==> src/rtl/enc16to4.sv <==
// Sequential 16-to-4 round-robin encoder: collects request lines into a pending
// register and issues one line index per cycle on a registered valid/ready output.
module enc16to4 (
  input  logic        clk,
  input  logic        reset,
  input  logic [15:0] req,
  input  logic        clr,
  input  logic        out_ready,
  output logic        out_valid,
  output logic [3:0]  out_idx,
  output logic        out_multi,
  output logic [15:0] pending
);

  typedef enum logic [0:0] {StEmpty, StFull} state_e;

  state_e      state_q, state_d;
  logic [15:0] pending_q, pending_d;
  logic [3:0]  idx_q, idx_d;
  logic        multi_q, multi_d;
  logic [3:0]  ptr_q, ptr_d;

  logic [31:0] dbl;
  logic [15:0] rot;
  logic [3:0]  off;
  logic [3:0]  sel;
  logic        found;
  logic        any;
  logic        many;
  logic        load;
  logic [15:0] load_mask;

  // Rotate pending so bit 0 is the pointer position; the first set bit is the winner.
  always_comb begin
    dbl   = {pending_q, pending_q} >> ptr_q;
    rot   = dbl[15:0];
    off   = 4'd0;
    found = 1'b0;
    for (int i = 0; i < 16; i++) begin
      if (!found && rot[i]) begin
        found = 1'b1;
        off   = 4'(i);
      end
    end
    sel = ptr_q + off;
  end

  assign any       = |pending_q;
  assign many      = |(pending_q & (pending_q - 16'd1));
  assign load      = any && ((state_q == StEmpty) || out_ready) && !clr;
  assign load_mask = load ? (16'd1 << sel) : 16'd0;

  always_comb begin
    state_d   = state_q;
    pending_d = (pending_q & ~load_mask) | req;
    idx_d     = idx_q;
    multi_d   = multi_q;
    ptr_d     = ptr_q;
    if (clr) begin
      pending_d = req;
      state_d   = StEmpty;
    end else if (load) begin
      state_d = StFull;
      idx_d   = sel;
      multi_d = many;
      ptr_d   = sel + 4'd1;
    end else if ((state_q == StFull) && out_ready) begin
      state_d = StEmpty;
    end
  end

  always_ff @(posedge clk) begin
    if (reset) begin
      state_q   <= StEmpty;
      pending_q <= 16'd0;
      idx_q     <= 4'd0;
      multi_q   <= 1'b0;
      ptr_q     <= 4'd0;
    end else begin
      state_q   <= state_d;
      pending_q <= pending_d;
      idx_q     <= idx_d;
      multi_q   <= multi_d;
      ptr_q     <= ptr_d;
    end
  end

  assign out_valid = (state_q == StFull);
  assign out_idx   = idx_q;
  assign out_multi = multi_q;
  assign pending   = pending_q;

endmodule

==> config.mk <==
export PLATFORM = sky130hd
export DESIGN_NAME = enc16to4
export DESIGN_NICKNAME = d
export VERILOG_FILES = /design/src/rtl/enc16to4.sv
export SDC_FILE = /design/constraint.sdc
export NUM_CORES = 1
export LEC_CHECK = 0
export ABC_AREA = 1
export CAP_MARGIN = 0
export CELL_PAD_IN_SITES_DETAIL_PLACEMENT = 1
export CELL_PAD_IN_SITES_GLOBAL_PLACEMENT = 1
export CORE_UTILIZATION = 35
export CTS_CLUSTER_DIAMETER = 30
export CTS_CLUSTER_SIZE = 10
export DETAILED_ROUTE_END_ITERATION = 12
export PLACE_DENSITY_LB_ADDON = 0.1
export REMOVE_ABC_BUFFERS = 1
export SLEW_MARGIN = 20
export SYNTH_ARGS = -nofsm -noshare
export SYNTH_HDL_FRONTEND = slang
export SYNTH_SLANG_ARGS = --single-unit
==> constraint.sdc <==
create_clock -name clk -period 3.5 [get_ports clk]
set_clock_uncertainty 0.05 [all_clocks]
set_input_delay 0.7 -clock clk [delete_from_list [all_inputs] [get_ports clk]]
set_output_delay 0.7 -clock clk [all_outputs]
set_load 0.1 [all_outputs]
==> flow_summary.json, run 1 <==
{
  "clockBufferDepth": 2,
  "ys_seq_area_frac": 0.190,
  "grt_max_degree": 24,
  "netlist_instances": 430,
  "num_rows": 31,
  "power.share.combinational": 0.851,
  "synth_edf_count": 0,
  "fin_cells": 619,
  "pre_cts_ws_ns": -0.279,
  "core_area_sq_um": 7410,
  "irDropWorstVdd_v": 0.000424,
  "cp_top_family": "simple AND/OR/NAND/NOR gates",
  "cpMaxStageDelayCell": "dfxtp_4",
  "p_clk_frac": 0.045,
  "worst_slack_ns": -0.133,
  "powerDensity_nw_per_um2": 938,
  "worst-path-buf-inv": 7,
  "max-cap-violations": 0,
  "tightest_slew_ns": 0.970,
  "syn_area_sq_um": 2740,
  "ys_async_sr_fraction": 0,
  "synth_top_area_frac": 0.190,
  "whs_ns": 0.419,
  "io_pins": 42,
  "dp.cells": 597,
  "grt_pass1_vias": 3544,
  "cts_inserted_buffers": 3,
  "yosysWarnings": 0,
  "ctsRootBufferMaster": "clkbuf_8",
  "worst_setup_path_start_kind": "flip-flop",
  "fin_crit_sh": 1.04,
  "postLayoutCoreUtil": 0.578,
  "dpl_cell_area_sq_um": 3480,
  "viasPerCell": 5.56,
  "cts_hold_buf": 0,
  "grt_first_pass_wirelength_um": 17500,
  "avgSynthCellArea_sq_um": 6.38,
  "power_mw": 4.01,
  "fin_crit_ns": 3.63,
  "timing.slew.headroom": 0.351,
  "insertion_delay_ns": 0.28,
  "leakagePower_nw": 1.97,
  "setup_violations": 18,
  "seqPwrFrac": 0.105,
  "wl_per_cell_um": 19.3,
  "nNetsFinal": 549,
  "dr.first_iter.drc_count": 136,
  "synth_ff_type": "dfxtp_1",
  "stdcell_area_sq_um": 4280,
  "gp_congestion": 0.869,
  "power.switching_mw": 2.29,
  "ys_ff_latch": 26,
  "drive_gt1_frac": 0.462,
  "hold_viol": 0,
  "path_class": "flip-flop to flip-flop",
  "die_area_sq_um": 8190,
  "cp_cell_sequence": "clkbuf_16 -> nand2_2 -> nand3_2 -> nand3_2 -> buf_4 -> a31oi_1 -> nor2_4 -> buf_6 -> buf_4 -> o21ai_2 -> nand4_1 -> ha_1 -> inv_2 -> buf_12 -> xor2_4 -> inv_2 -> nand2_2 -> nor3_4 -> nand3_2 -> nand2_2 -> a21oi_2",
  "path_clk_slew_ns": 0.09,
  "end_kind": "flip-flop",
  "initial_core_util": 0.370,
  "worstPathMaxFanout": 8,
  "grt_antenna_before_repair": 0,
  "port_buffers": 41,
  "synth_top_cell_by_area": "dfxtp_1",
  "grt_setup_unrepaired": "yes",
  "cp.required_ns": 3.62,
  "worstPathArrival_ns": 3.75,
  "synth_area_leaders": "dfxtp_1 19%, nand3_1 17%, nand2_1 11%, inv_1 7.5%, nor2_1 5.6%",
  "outcome": "finished, violations left",
  "synthDistinctLibCells": 41,
  "hold_class": "flip-flop to flip-flop",
  "violations": "negative setup slack",
  "cts_tree": "done",
  "syn_to_final_growth_pct": 56.0,
  "tns_ns": -1.16,
  "die_w_um": 90.5,
  "num_antenna_cells": 0,
  "grt_use_total": 0.269,
  "clock_sinks": 26,
  "fmax_ghz": 0.275,
  "slew_violations": 0,
  "cts_max_level": 1,
  "route.antenna.remaining_nets": 0,
  "fillers": 937,
  "p_int_mw": 1.73,
  "switching_share": 0.570,
  "max_stage_delay_ns": 0.43,
  "post-dp-hpwl_um": 7950,
  "routed_wl_um": 11900,
  "drc": 0,
  "die_h_um": 90.5,
  "routed-via-count": 3439,
  "gr-total-overflow": 0,
  "first_pass_iters": 4
}
-- repair_timing --
action | in CTS | in global routing
pin swaps | 20 | 26
buffers inserted | 10 | 5
setup endpoints to repair | 19 | 19
cloned | 3 | 1
resized for setup | 74 | 57
-- final cells by class --
type | instances | area, sq um | area share
flip-flops and latches | 26 | 529 | 0.124
clock buffers | 3 | 41.3 | 0.00965
repair inverters | 1 | 11.3 | 0.00263
repair buffers | 101 | 925 | 0.216
inverters | 60 | 249 | 0.0582
multi-input cells | 329 | 2400 | 0.561
well taps | 99 | 124 | 0.0289
-- state kept, by name, summed over array words and instances, names as in the netlist --
| name | cells |
|---|---|
| out_valid | 1 |
| pending | 16 |
| out_idx | 4 |
| ptr_q | 4 |
| out_multi | 1 |
-- cell usage after synthesis, types with 2 or more instances --
library cell / number
a21oi_1: 12
a21oi_2: 12
a31oi_1: 3
buf_2: 5
buf_4: 4
buf_6: 2
clkbuf_1: 4
dfxtp_1: 26
ha_1: 7
inv_1: 55
inv_2: 3
nand2_1: 82
nand2_2: 8
nand2_4: 9
nand3_1: 93
nand3_2: 14
nand4_1: 6
nand4_4: 2
nor2_1: 41
nor2_4: 3
nor3_1: 4
o21a_1: 4
o21ai_0: 10
o21ai_2: 3
xor2_1: 2
-- worst paths after layout --
check	start	end	slack (ns)	depth (start not counted)
max reg2reg	ptr_q[0]$_SDFFE_PP0P_	pending[8]$_SDFF_PP0_	-0.13	21
min	out_idx[2]$_SDFFE_PP0P_	out_idx[2]$_SDFFE_PP0P_	0.42	2
max	ptr_q[0]$_SDFFE_PP0P_	pending[8]$_SDFF_PP0_	-0.13	21
min reg2reg	out_idx[2]$_SDFFE_PP0P_	out_idx[2]$_SDFFE_PP0P_	0.42	2
-- cells in the final DEF (no fill, tap or decap), types with 7 or more instances in the layout --
cell / count
a21oi_1: 10
a21oi_2: 13
buf_4: 68
clkdlybuf4s50_1: 25
dfxtp_1: 23
inv_1: 52
nand2_1: 60
nand2_2: 26
nand2_4: 13
nand3_1: 40
nand3_2: 62
nand3_4: 7
nor2_1: 35
nor2_2: 7
o21ai_0: 8
-- layer usage --
| layer | wire (um) | global-route usage | part of all wire |
|---|---|---|---|
| met5 | 0 | 0 | 0 |
| met4 | 679 | 0.152 | 0.057 |
| met3 | 415 | 0.0253 | 0.035 |
| met1 | 4880 | 0.311 | 0.41 |
| met2 | 5960 | 0.482 | 0.50 |
-- tightest hold or removal path, cell delays in order, from the launching register on --
cell and delay (ns):
dfxtp_1 0.32, nand2_1 0.06, a21oi_1 0.05
-- power by group through the flow --
stage | sequential [mW] | clock, mW | combinational, mW
2_1_floorplan | 0.693 | 0 | 1.28
3_3_place_gp | 0.402 | 0 | 2.39
3_5_place_dp | 0.403 | 0 | 2.46
4_1_cts | 0.409 | 0.183 | 2.82
5_1_grt | 0.425 | 0.194 | 3.62
6_report | 0.420 | 0.179 | 3.41
-- kinds of logic after synthesis --
logic type               share of synthesized area
AND/OR/NAND/NOR                              0.504
buffers and inverters                        0.126
AO/OA/AOI/OAI                                0.139
flip-flops                                   0.190
adder cells (fa/ha/maj)                     0.0319
XOR/XNOR                                   0.00958
No activity file was read; power rests on OpenSTA's default activity.
==> run 2: changes to the inputs <==
CAP_MARGIN = 20   (was 0)
CTS_CLUSTER_DIAMETER = default   (was 30)
==> results of run 2 <==
Same layout as run 1: the final DEF is identical, and so are final timing and power.
